--- config.mk ---
export PLATFORM = sky130hd
export DESIGN_NAME = aes_128_batch_sched_flat
export DESIGN_NICKNAME = d
export VERILOG_FILES = /design/src/rtl/aes_128_batch_sched_if.sv /design/src/rtl/aes_128_batch_sched.sv /design/src/flat_wrapper.sv
export SDC_FILE = /design/constraint.sdc
export NUM_CORES = 1
export LEC_CHECK = 0
export CAP_MARGIN = 10
export CORE_AREA = 4 4 351 353
export CTS_CLUSTER_DIAMETER = 150
export DETAILED_ROUTE_END_ITERATION = 16
export DIE_AREA = 0 0 355 357
export MAX_ROUTING_LAYER = met4
export PLACE_DENSITY = 0.42
export RECOVER_POWER = 25
export SLEW_MARGIN = 5
export SYNTH_ARGS = -nofsm -noshare
export SYNTH_HDL_FRONTEND = slang
export SYNTH_SLANG_ARGS = --single-unit
--- constraint.sdc ---
create_clock -name clk -period 2.75 [get_ports clk]
set_input_delay 0.275 -clock clk [delete_from_list [all_inputs] [get_ports clk]]
set_output_delay 0.275 -clock clk [all_outputs]
set_load 0.01 [all_outputs]
--- src/rtl/aes_128_batch_sched_if.sv ---
// Purpose : requester, core and response signal bundle for the AES-128 batch scheduler.
// Latency : none; carries wires only.
// Backpressure: req_valid/req_ready handshake toward requesters; core_idle refuses core_in_en; responses have none.
// Ports   : slave = scheduler side, master = requesters + core side (the testbench drives master).
interface aes_128_batch_sched_if #(
    parameter int NREQ = 4
);
    logic [NREQ-1:0]      req_valid;
    logic [128*NREQ-1:0]  req_data;
    logic [NREQ-1:0]      req_ready;
    logic                 core_in_en;
    logic [127:0]         core_data;
    logic                 core_idle;
    logic                 core_out_en;
    logic [127:0]         core_out_data;
    logic                 core_kill;
    logic [NREQ-1:0]      resp_valid;
    logic [127:0]         resp_data;
    logic                 err_wdog;

    modport slave (
        input  req_valid, req_data, core_idle, core_out_en, core_out_data,
        output req_ready, core_in_en, core_data, core_kill, resp_valid, resp_data, err_wdog
    );

    modport master (
        output req_valid, req_data, core_idle, core_out_en, core_out_data,
        input  req_ready, core_in_en, core_data, core_kill, resp_valid, resp_data, err_wdog
    );
endinterface

--- src/rtl/aes_128_batch_sched.sv ---
// Purpose : round-robin batches of 1..3 blocks from NREQ requesters into one AES-128 core, routes results back by tag.
// Latency : grant/core_in_en combinational in the grant cycle; resp_valid one cycle after core_out_en.
// Backpressure: req_ready only while issuing and core_idle is low; responses cannot be stalled.
// Ports   : clk, rst_n (async active-low), kill (sync clear, also drives core_kill); bus = slave modport of
//           aes_128_batch_sched_if (requests, core strobe/data, core results, responses, err_wdog).
module aes_128_batch_sched #(
    parameter int NREQ = 4,
    parameter int WDOG = 63
) (
    input  logic                  clk,
    input  logic                  rst_n,
    input  logic                  kill,
    aes_128_batch_sched_if.slave  bus
);
    localparam int          IW       = (NREQ > 1) ? $clog2(NREQ) : 1;
    localparam logic [5:0]  WDOG_LIM = 6'(WDOG);

    typedef enum logic [1:0] {IDLE, ISSUE, WAIT, RECOVER} state_t;

    state_t          state_q, state_d;
    logic [IW-1:0]   rr_q, rr_d;
    logic [1:0]      bcnt_q, bcnt_d;
    logic [IW-1:0]   tag_q [3];
    logic [IW-1:0]   tag_d [3];
    logic [1:0]      wr_q, wr_d, rd_q, rd_d, fcnt_q, fcnt_d;
    logic [5:0]      wdog_q, wdog_d;
    logic            rec_q, rec_d;
    logic [NREQ-1:0] resp_valid_q, resp_valid_d;
    logic [127:0]    resp_data_q, resp_data_d;

    logic            any_vld;
    logic [IW-1:0]   gidx;
    logic            grant, pop, fire;

    // First valid requester at or after rr_q, wrapping modulo NREQ.
    always_comb begin
        int idx;
        idx     = 0;
        any_vld = 1'b0;
        gidx    = '0;
        for (int k = 0; k < NREQ; k++) begin
            idx = int'(rr_q) + k;
            if (idx >= NREQ) idx = idx - NREQ;
            if (!any_vld && bus.req_valid[idx]) begin
                any_vld = 1'b1;
                gidx    = IW'(idx);
            end
        end
    end

    assign grant = (state_q == ISSUE) && any_vld && !bus.core_idle && !kill && (bcnt_q != 2'd3);
    // A result with no tag outstanding (late result after flush/reset) is dropped here.
    assign pop   = bus.core_out_en && (fcnt_q != 2'd0) && !kill;
    // wdog_q counts cycles since the last grant minus one, so +1 reaching the limit is exactly WDOG cycles.
    assign fire  = (state_q == WAIT) && (fcnt_q != 2'd0) && !bus.core_out_en && !kill &&
                   ((wdog_q + 6'd1) == WDOG_LIM);

    always_comb begin
        bus.req_ready = '0;
        bus.core_data = '0;
        for (int i = 0; i < NREQ; i++) begin
            if (grant && (gidx == IW'(i))) begin
                bus.req_ready[i] = 1'b1;
                bus.core_data    = bus.req_data[128*i +: 128];
            end
        end
    end

    assign bus.core_in_en = grant;
    assign bus.core_kill  = kill | fire;
    assign bus.err_wdog   = fire;
    assign bus.resp_valid = resp_valid_q;
    assign bus.resp_data  = resp_data_q;

    always_comb begin
        state_d      = state_q;
        rr_d         = rr_q;
        bcnt_d       = bcnt_q;
        tag_d        = tag_q;
        wr_d         = wr_q;
        rd_d         = rd_q;
        fcnt_d       = fcnt_q;
        wdog_d       = wdog_q;
        rec_d        = rec_q;
        resp_valid_d = '0;
        resp_data_d  = '0;

        if (grant) begin
            tag_d[wr_q] = gidx;
            wr_d        = (wr_q == 2'd2) ? 2'd0 : wr_q + 2'd1;
            rr_d        = (gidx == IW'(NREQ - 1)) ? '0 : gidx + IW'(1);
            bcnt_d      = bcnt_q + 2'd1;
        end

        if (pop) begin
            for (int i = 0; i < NREQ; i++) begin
                if (tag_q[rd_q] == IW'(i)) resp_valid_d[i] = 1'b1;
            end
            resp_data_d = bus.core_out_data;
            rd_d        = (rd_q == 2'd2) ? 2'd0 : rd_q + 2'd1;
        end

        case ({grant, pop})
            2'b10:   fcnt_d = fcnt_q + 2'd1;
            2'b01:   fcnt_d = fcnt_q - 2'd1;
            default: fcnt_d = fcnt_q;
        endcase

        if (grant || bus.core_out_en)
            wdog_d = '0;
        else if ((state_q == ISSUE) || (state_q == WAIT))
            wdog_d = wdog_q + 6'd1;

        case (state_q)
            IDLE: begin
                if ((|bus.req_valid) && !bus.core_idle) begin
                    state_d = ISSUE;
                    bcnt_d  = '0;
                end
            end
            ISSUE: begin
                // A gap (nothing grantable) or the third block closes the batch.
                if (!grant || (bcnt_q == 2'd2)) state_d = WAIT;
            end
            WAIT: begin
                if (fire) begin
                    state_d = RECOVER;
                    rec_d   = 1'b0;
                    wr_d    = '0;
                    rd_d    = '0;
                    fcnt_d  = '0;
                end else if ((fcnt_q == 2'd0) && !bus.core_idle) begin
                    state_d = IDLE;
                end
            end
            RECOVER: begin
                if (rec_q) state_d = IDLE;
                else       rec_d   = 1'b1;
            end
            default: state_d = IDLE;
        endcase

        if (kill) begin
            state_d      = IDLE;
            rr_d         = '0;
            bcnt_d       = '0;
            wr_d         = '0;
            rd_d         = '0;
            fcnt_d       = '0;
            wdog_d       = '0;
            rec_d        = 1'b0;
            resp_valid_d = '0;
            resp_data_d  = '0;
        end
    end

    always_ff @(posedge clk or negedge rst_n) begin
        if (!rst_n) begin
            state_q      <= IDLE;
            rr_q         <= '0;
            bcnt_q       <= '0;
            for (int i = 0; i < 3; i++) tag_q[i] <= '0;
            wr_q         <= '0;
            rd_q         <= '0;
            fcnt_q       <= '0;
            wdog_q       <= '0;
            rec_q        <= 1'b0;
            resp_valid_q <= '0;
            resp_data_q  <= '0;
        end else begin
            state_q      <= state_d;
            rr_q         <= rr_d;
            bcnt_q       <= bcnt_d;
            tag_q        <= tag_d;
            wr_q         <= wr_d;
            rd_q         <= rd_d;
            fcnt_q       <= fcnt_d;
            wdog_q       <= wdog_d;
            rec_q        <= rec_d;
            resp_valid_q <= resp_valid_d;
            resp_data_q  <= resp_data_d;
        end
    end
endmodule

--- src/flat_wrapper.sv ---
// flat-port wrapper written by rule: the top's interface ports become plain ports
module aes_128_batch_sched_flat 
#(
    parameter int NREQ = 4,
    parameter int WDOG = 63
)
  (clk, rst_n, kill, bus_req_valid, bus_req_data, bus_core_idle, bus_core_out_en, bus_core_out_data, bus_req_ready, bus_core_in_en, bus_core_data, bus_core_kill, bus_resp_valid, bus_resp_data, bus_err_wdog);
  aes_128_batch_sched_if #(.NREQ(NREQ)) bus_i ();
  input  logic clk;
  input  logic rst_n;
  input  logic kill;
  input wire logic [$bits(bus_i.req_valid)-1:0] bus_req_valid;
  input wire logic [$bits(bus_i.req_data)-1:0] bus_req_data;
  input wire logic [$bits(bus_i.core_idle)-1:0] bus_core_idle;
  input wire logic [$bits(bus_i.core_out_en)-1:0] bus_core_out_en;
  input wire logic [$bits(bus_i.core_out_data)-1:0] bus_core_out_data;
  output wire logic [$bits(bus_i.req_ready)-1:0] bus_req_ready;
  output wire logic [$bits(bus_i.core_in_en)-1:0] bus_core_in_en;
  output wire logic [$bits(bus_i.core_data)-1:0] bus_core_data;
  output wire logic [$bits(bus_i.core_kill)-1:0] bus_core_kill;
  output wire logic [$bits(bus_i.resp_valid)-1:0] bus_resp_valid;
  output wire logic [$bits(bus_i.resp_data)-1:0] bus_resp_data;
  output wire logic [$bits(bus_i.err_wdog)-1:0] bus_err_wdog;
  assign bus_i.req_valid = bus_req_valid;
  assign bus_i.req_data = bus_req_data;
  assign bus_i.core_idle = bus_core_idle;
  assign bus_i.core_out_en = bus_core_out_en;
  assign bus_i.core_out_data = bus_core_out_data;
  assign bus_req_ready = bus_i.req_ready;
  assign bus_core_in_en = bus_i.core_in_en;
  assign bus_core_data = bus_i.core_data;
  assign bus_core_kill = bus_i.core_kill;
  assign bus_resp_valid = bus_i.resp_valid;
  assign bus_resp_data = bus_i.resp_data;
  assign bus_err_wdog = bus_i.err_wdog;
  aes_128_batch_sched #(.NREQ(NREQ), .WDOG(WDOG)) u_core (.clk(clk), .rst_n(rst_n), .kill(kill), .bus(bus_i));
endmodule
* Word level (Yosys, flattened, before mapping)
Index checks and enable logic that the tools add are counted.
W data, S select, Z words.
** Operators by class
- Add/subtract/negate cells :: 14
- Magnitude comparators :: 11
- Equality and inequality tests :: 21
- Multiplexer cells :: 80
- Bitwise logic cells :: 3
- Reductions and logical operators :: 41
** Operator list (count)
- $mux W128 :: 6
- $lt A32 B4 Y1 const B :: 4
- $mux W32 :: 4
- $ge A32 B4 Y1 const B :: 3
- $sub A32 B4 Y32 const B :: 3
- $mux W2 :: 33
- $mux W1 :: 22
- $eq A2 B2 Y1 const B :: 10
- $logic_and A1 B1 Y1 :: 20
- $mux W6 :: 3
- $add A2 B1 Y2 const B :: 5
- $ne A3 B2 Y1 const B :: 3
- $bmux W1 S2 :: 4
- $eq A2 B1 Y1 const B :: 4
- $logic_not A2 Y1 :: 4
- $mux W4 :: 2
- $pmux W2 S4 :: 1
- $logic_not A1 Y1 :: 7
- $add A2 B2 Y3 const B :: 2
- $add A6 B1 Y6 const B :: 1
- $bwmux W6 :: 1
- $eq A6 B6 Y1 const B :: 1
- $ge A3 B3 Y1 const B :: 2
- $not A2 Y3 :: 2
- other kinds (19) :: 23
** Storage, ports and cells
- Flip-flop bits (word level) :: 157
- Bits of input ports :: 649
- Output and inout bits :: 267

* Logic depth before layout (Yosys ltp)
Gate-level depths: netlist (run 1).
- Depth in word-level cells :: 24
- Depth in mapped cells :: 11
- Gate-level depth less buffers :: 9

* Worst setup path before layout (run 1)
Ideal clock, no wire load.
- Path kind :: flip-flop to output port
- From :: reg u_core.rr_q[1]
- To :: out bus_core_data[108]
- Data arrival time :: 2696 ps
- Path slack :: -221 ps
- Stages on the path, launching flop included :: 11
- Path buffers :: 3
- Cells stage by stage :: dfrtp_1 -> nand2b_1 -> a21oi_1 -> a211oi_1 -> ha_1 -> clkbuf_1 -> clkbuf_1 -> clkbuf_1 -> a211oi_1 -> a211o_1 -> a21oi_1
** RTL lines
- start, declared :: line aes_128_batch_sched.sv:21 : logic [IW-1:0] rr_q, rr_d;
- start signal, assigned :: line aes_128_batch_sched.sv:172 : rr_q <= rr_d;
- branches (longest 14 deep; another with $sub A32 B4 Y32)
- $mux W2 (*) :: line aes_128_batch_sched.sv:44 : if (!any_vld && bus.req_valid[idx]) begin
- net u_core.gidx[0] :: line aes_128_batch_sched.sv:32 : logic [IW-1:0] gidx;
- $logic_not A2 Y1 :: line aes_128_batch_sched.sv:62 : if (grant && (gidx == IW'(i))) begin
- $logic_and A1 B1 Y1 :: line aes_128_batch_sched.sv:62
- $mux W128 (3 in a row) :: line aes_128_batch_sched.sv:62
- $mux W128 (*) :: line aes_128_batch_sched.sv:62
- end, declared :: line flat_wrapper.sv:19 : output wire logic [$bits(bus_i.core_data)-1:0] bus_core_data;
Mark *: on every way through the listed nets, which the timed path passes. The select of a mux whose other input is x is not followed.

* Worst setup path in the final report (run 1)
- From :: reg u_core.rr_q[1]
- To :: out bus_core_data[54]
Same word-level chain as after synthesis.

==> results by group, run 1 <==
Detailed routing
  • Routed via count: 15130
  • DRT iter0 DRCs: 837
  • DRC Markers: 0
  • Routed length per placed instance: approximately 28 um
  • Antenna-violating nets left: 0
  • Vias per cell: roughly 3.7
  • Final wirelength: between 100000 and 150000 um
  • First-pass detailed-route iteration total: 5

Power
  • Sw Ratio: 37.15%
  • PD cells: 465.0 nW/um^2
  • Peak VDD IR: approximately 0.34 mV
  • Reg power frac: 20.0%
  • Sw power: 0.004715 W
  • Combinational Power Share: between 60% and 70%
  • Lkg Pwr: around 12 nW
  • Clock share of power: 19.7%
  • Internal power: 0.007977 W

Final layout
  • Final instance area: ~27000 sq um
  • Core Util, Final: between 20 and 25%
  • Share of cells above drive strength 1: 30.61%
  • Fillers: 13260
  • Flip-flop and latch area: 3930 sq um
  • Commonest non-fill, non-tap cells in the layout: 779 x clkdlybuf4s50_1, 184 x buf_4, 156 x dfrtp_1
  • Multi-input logic area: 7209 sq um
  • Final net count: 3106
  • P&R area growth vs syn: 148.8%
  • Most common cell after layout, fill and taps aside: clkdlybuf4s50_1

Synth
  • Register area share after synthesis: 35.81%
  • Async SR Flop Fraction: 100.0%
  • Main synth FF type: dfrtp_1
  • Number of synthesized flops with an enable pin: 0
  • Mapped Cells: around 1300
  • Area of the mapped netlist: 10970 sq um
  • Syn. warnings: 0
  • Synth unique cells: 43
  • Register bit total from synthesis: approximately 160
  • Synth Net Count: 1979
  • Avg Inst Size Synth: 8.331 sq um

Setup path
  • Reg2Reg Capture Point: u_core.tag_q[1]
  • Worst EP required: 2480 ps
  • Maximum fanout along the worst path: 8
  • FF-to-FF setup slack: roughly 120 ps
  • CP Launch Type: register
  • Worst reg2reg path startpoint: u_core.bcnt_q[0]
  • Critical Path Sink Type: primary output
  • CP arrival: 3110 ps
  • Worst-case reg-to-reg path depth: 8
  • Setup CP Type: reg -> out
  • Worst path most repeated cell: buf_12
  • Worst path slowest cell: dfrtp_2
  • Slowest stage delay, CP: 460 ps
  • Cell Chain, Critical Path: nand2b_4, a21oi_4, a211oi_2, buf_4, ha_4, buf_12, buf_12, buf_12, buf_12, buf_16, and3b_1, a211oi_2, a211o_1, a21oi_2, buf_2

STA
  • Period utilization: 122.9%
  • Clock skew: 16.77 ps
  • Slew of the pin with the lowest slew margin: 1704 ps
  • Final hold violations: 0
  • Setup ws final: -630.9 ps
  • Rel. slew slack: -13.57%
  • RSZ-0062 raised after global routing: yes
  • Setup TNS: -62510 ps
  • Final setup vio count: approximately 130
  • Fin crit period: approximately 3400 ps
  • Max Slew Vio Count: 64
  • Fmax: between 200 and 300 MHz
  • Hold_ws: 357.6 ps

Global routing
  • Initial antenna violation count: 87
  • Vias in the first global route: roughly 16000
  • Largest net degree at the start of global routing: between 60 and 70
  • Gr usage total: 17.71%
  • Congestion Overflow GR: 0
  • Global-route wire length before repair: 147200 um

Place
  • GPL Wtd Cong: 0.9393
  • DP Wirelength: around 94000 um
  • Pre-CTS setup slack: -1045 ps
  • Placed inst area: 23470 sq um
  • Port-buffer cells: 915

Worst hold path
  • Worst hold path class: in -> reg
  • Min-Delay Endpoint: u_core.bus.resp_data[10]
  • WHS Path Cells: 2
  • Hold Crit Start: bus_core_out_data[10]

Run status
  • Outcome: finished with violations
  • Failing checks: max-capacitance violations, max-slew violations, negative setup slack

Die
  • Number of I/O pins: approximately 900
  • Die X: 355 um
  • Die footprint: ~130000 sq um
  • Core area: 119800 sq um
  • Initial core utilization: 9.157%
  • Die Span Y: 357 um
  • # rows: 127

Clock network
  • Clock Pin Slew Worst Setup and Hold Paths: approximately 80 ps
  • CTS tree: done
  • Total CTS buffers: 17
  • # H-tree levels: 4
  • Clock buffer depth: 2
  • Clock Latency Late Sink: 460 ps
  • CTS sink count: 157
  • Root Buffer: clkbuf_16

Run
  • Maxcap violations: 1
-- synth_stat cells, types with 3 or more instances --
library cell | instances | area share [%]
o21ai_0 | 4 | 0.18
and2_1 | 132 | 7.5
buf_1 | 5 | 0.17
buf_2 | 17 | 0.78
a211o_1 | 128 | 10
xnor2_1 | 4 | 0.32
mux2_2 | 6 | 0.62
clkbuf_1 | 109 | 3.7
inv_1 | 135 | 4.6
nor2b_1 | 6 | 0.34
dfrtp_1 | 157 | 36
ha_1 | 13 | 1.5
a21oi_1 | 135 | 6.2
nand2b_1 | 4 | 0.23
and3b_1 | 127 | 10
mux2i_1 | 3 | 0.27
nor3b_1 | 4 | 0.27
a211oi_1 | 132 | 9.0
nand2_1 | 135 | 4.6
nand3b_1 | 3 | 0.21
nor2_1 | 25 | 0.86
xor2_1 | 6 | 0.48
-- worst max-delay path, delay by kind of cell (launching register included) --
| family | cells | cell delay (ps) |
|---|---|---|
| AOI/OAI and AO/OA | 5 | 600 |
| and+or+nand+nor | 2 | 380 |
| buffers and inverters | 7 | 990 |
| adders and majority gates | 1 | 190 |
| DFF | 1 | 460 |
-- power by group through the flow --
stage | logic, W | registers, W | clock network (W)
global route | 0.00811 | 0.00255 | 0.00269
detailed placement | 0.00562 | 0.00257 | 0
finish | 0.00765 | 0.00254 | 0.00251
global placement | 0.00562 | 0.00257 | 0
floorplan | 0.00231 | 0.00260 | 0
CTS | 0.00723 | 0.00253 | 0.00259
-- worst max-delay path by stage --
stage / start / end / slack [ps]
2_1_floorplan: u_core.rr_q[1] / bus_core_data[108] / -40
3_3_place_gp: bus_req_valid[3] / bus_core_data[87] / -1130
3_5_place_dp: bus_req_valid[3] / bus_core_data[87] / -1050
4_1_cts: u_core.rr_q[1] / bus_core_data[82] / -730
5_1_grt: u_core.rr_q[0] / bus_core_data[95] / -760
6_report: u_core.rr_q[1] / bus_core_data[54] / -630
-- metal layers --
layer | wire [um] | up-vias | global-route usage (%)
met5 | 0 | - | -
met4 | 2854 | 0 | 3.961
li1 | - | 6935 | -
met3 | 9369 | 114 | 5.323
met1 | 44330 | 7381 | 19.38
met2 | 59110 | 702 | 31.61
-- cells by family (layout without fill, tap and decap cells) --
family | after synthesis | in the layout | synth area share [%]
xor+xnor | 10 | 10 | 0.7982
fa+ha+maj | 13 | 13 | 1.483
buf+inv | 266 | 1406 | 9.294
mux | 9 | 9 | 0.8895
simple gates | 450 | 450 | 25.11
flops | 157 | 157 | 35.81
other cells | 0 | 52 | 0
compound gates | 412 | 412 | 26.62
-- state kept, by name, indices dropped and copies added, names as in the netlist --
name	count
u_core.bus.resp_data	128
u_core.rr_q	2
u_core.rd_q	2
u_core.fcnt_q	2
u_core.bcnt_q	2
u_core.wr_q	2
u_core.bus.resp_valid	4
u_core.state_q	2
u_core.wdog_q	6
u_core.tag_q	6
u_core.rec_q	1
-- per-stage QoR --
step / instances / total power [W]
4_1_cts: 4040 / 0.01236
2_1_floorplan: 1317 / 0.004911
6_report: 4121 / 0.01269
3_5_place_dp: 3891 / 0.008192
3_3_place_gp: 3891 / 0.008192
5_1_grt: 4118 / 0.01335
-- what timing repair did --
| action | 4_1_cts | 5_1_grt |
|---|---|---|
| hold buffers | 1 | 0 |
| pin swaps | 153 | 129 |
| setup buffers | 105 | 38 |
| gates resized for setup | 743 | 167 |
| gates cloned | 22 | 8 |
| endpoints found under the hold margin | 61 | 0 |
| endpoints found under the setup margin | 135 | 135 |
-- cell type report --
type                            count  area share (%)
Timing Repair Buffer             1239           47.19
Multi-Input combinational cell    894           26.41
Sequential cell                   157           14.40
Tap cell                         1612           7.389
Inverter                          135           1.870
Clock buffer                       17           1.558
Clock inverter                     15          0.7059
Antenna cell                       52          0.4767
(Power assumes the default switching activity.)
==> run 2, diff against run 1 <==
SKIP_LAST_GASP = 1   (was default)
==> run 2 against run 1 <==
Critical path type unchanged. The run still ends with max-capacitance violations, max-slew violations, negative setup slack left. Critical endpoint is now bus_core_data[112]. Clock-buffer cell count stayed put. Die area unchanged. Flip-flop and latch count unchanged. Sequential share of layout area down 0.099 points. Global-route usage hardly changed. Core utilization is 0.16 points higher. Design area grew 0.69%. Clock skew barely moved.
==> results by group, run 2 (synthesized netlist as in run 1, its figures left out) <==
Run status
  • Outcome: finished with violations
  • Failing checks: max-capacitance violations, max-slew violations, negative setup slack

Final layout
  • Most common cell after layout, fill and taps aside: clkdlybuf4s50_1
  • P&R area growth vs syn: 150.5%
  • Flip-flop and latch area: 3930 sq um
  • Share of cells above drive strength 1: a little under a third
  • Multi-input logic area: 7227 sq um
  • Non-Filler Instances: just over 4000
  • Final net count: between 3000 and 4000
  • Largest register FFs: 128
  • Commonest non-fill, non-tap cells in the layout: 779 x clkdlybuf4s50_1, 196 x buf_4, 156 x dfrtp_1
  • Fillers: 13250

Global routing
  • Largest net degree at the start of global routing: 64
  • Gr usage total: 17.69%
  • Congestion Overflow GR: 0
  • Global-route wire length before repair: around 150000 um
  • Initial antenna violation count: a little under 90
  • Vias in the first global route: 15870

Setup path
  • Maximum fanout along the worst path: 6
  • Setup CP Type: reg -> out
  • Worst reg2reg path startpoint: u_core.bcnt_q[0]
  • Reg2Reg Capture Point: u_core.tag_q[1]
  • Worst EP required: 2480 ps
  • Critical Path Sink: bus_core_data[112]
  • Worst-case reg-to-reg path depth: 8
  • CP arrival: around 3100 ps
  • Critical Path Sink Type: primary output
  • CP Launch Type: register
  • FF-to-FF setup slack: 120 ps
  • Crit path launch: u_core.rr_q[1]

Detailed routing
  • Routed via count: 15330
  • Final wirelength: 116800 um
  • Antenna-violating nets left: 0
  • DRC Markers: 0
  • First-pass detailed-route iteration total: 5
  • Vias per cell: 3.708
  • Routed length per placed instance: 28.25 um
  • DRT iter0 DRCs: 907

STA
  • Rel. slew slack: -12.99%
  • Max Slew Vio Count: 64
  • Fmax: 292.5 MHz
  • Final setup vio count: 132
  • Slew of the pin with the lowest slew margin: 1695 ps
  • Hold_ws: 354.8 ps
  • RSZ-0062 raised after global routing: yes
  • Fin crit period: 3419 ps
  • Final hold violations: 0
  • Setup ws final: -669.3 ps
  • Period utilization: 124.3%
  • Clock skew: 17.00 ps

Die
  • Die Span Y: around 360 um
  • Die X: approximately 360 um
  • Number of I/O pins: approximately 920
  • Initial core utilization: 9.157%
  • Core area: 119800 sq um
  • Die footprint: 126700 sq um
  • # rows: 127

Clock network
  • # H-tree levels: 4
  • CTS tree: done
  • Clock Latency Late Sink: 460 ps
  • CTS sink count: 157
  • Root Buffer: clkbuf_16
  • Clock buffer depth: 2
  • Clock Pin Slew Worst Setup and Hold Paths: 80 ps
  • Total CTS buffers: 17

Worst hold path
  • Worst hold path class: in -> reg

Power
  • Reg power frac: 19.8%
  • Sw Ratio: 37.20%
  • Internal power: between 0.008 and 0.009 W
  • Lkg Pwr: 11.90 nW
  • PD cells: 467.0 nW/um^2
  • Clock share of power: 19.5%
  • Combinational Power Share: 60.7%
  • Sw power: 0.004775 W
  • Peak VDD IR: between 0.3 and 0.4 mV

Place
  • DP Wirelength: 94400 um
  • Placed cell count: 3891
  • Port-buffer cells: around 920
  • GPL Wtd Cong: 0.9393

Run
  • Maxcap violations: 1
## run 2: cell types whose count changed in the layout (fill, tap and decap cells not counted), sizes merged
cell / delta
buf: +12
clkbuf: +6
diode: -2
clkdlybuf4s15: -1
dlygate4sd2: -1
## run 2: per-stage QoR
step           setup TNS, ps  power (W)  utilization (%)  instance area, sq um  worst slack (ps)
2_1_floorplan          -1195   0.004911                -                 10980            -39.86
3_3_place_gp         -116390   0.008192            19.58                 23470             -1131
3_5_place_dp         -105900   0.008192            19.58                 23470             -1045
4_1_cts               -77020    0.01230            21.93                 26280            -753.0
5_1_grt               -85390    0.01349            22.93                 27480            -763.6
6_report              -65110    0.01284            22.94                 27490            -669.3
## run 2: area by class of cell
class	count	area share [%]
Multi-Input combinational cell	894	26.29
Clock inverter	15	0.7011
Sequential cell	157	14.30
Inverter	135	1.857
Tap cell	1612	7.338
Clock buffer	17	1.548
Antenna cell	50	0.4552
Timing Repair Buffer	1255	47.51
## run 2: timing repair
action / in CTS / in global routing
endpoints found under the hold margin: 61 / 0
cloned: 22 / 12
hold buffers: 1 / 0
pin swaps: 148 / 178
gates resized for setup: 669 / 243
setup endpoints to repair: 135 / 135
buffers inserted: 105 / 49
## run 2: worst min path at each step
| stage | from | depth (start not counted) | to |
|---|---|---|---|
| after global routing | bus_core_out_data[12] | 2 | u_core.bus.resp_data[12] |
| after floorplan | rst_n | 0 | u_core.bcnt_q[0] |
| after global placement | rst_n | 1 | u_core.bus.resp_data[63] |
| after CTS | bus_core_out_data[10] | 2 | u_core.bus.resp_data[10] |
| final | bus_core_out_data[10] | 2 | u_core.bus.resp_data[10] |
| after detailed placement | rst_n | 1 | u_core.bus.resp_data[63] |
## run 2: metal layers
layer	routed length (um)	global-route usage, %	vias to the layer above	share of wire, %
met1	44610	19.36	7485	38
met4	3168	3.749	0	2.7
met2	59630	31.66	738	51
met3	9415	5.318	137	8.1
li1	-	-	6972	-
met5	0	-	-	0
## run 2: worst max-delay path: stages (launching register included)
cell	delay, ps
dfrtp_2	460
nand2b_4	160
a21oi_4	120
a211oi_2	60
buf_4	170
ha_4	190
buf_12	140
buf_16	140
buf_12	140
buf_8	120
and3b_1	210
a211oi_2	50
a211o_1	290
a21oi_2	210
buf_2	180
## run 2: power groups by stage
stage	Combinational (W)	Clock [W]	Sequential (W)
after floorplan	0.00231	0	0.00260
after global placement	0.00562	0	0.00257
after detailed placement	0.00562	0	0.00257
after CTS	0.00717	0.00259	0.00253
after global routing	0.00825	0.00269	0.00255
final	0.00780	0.00250	0.00254
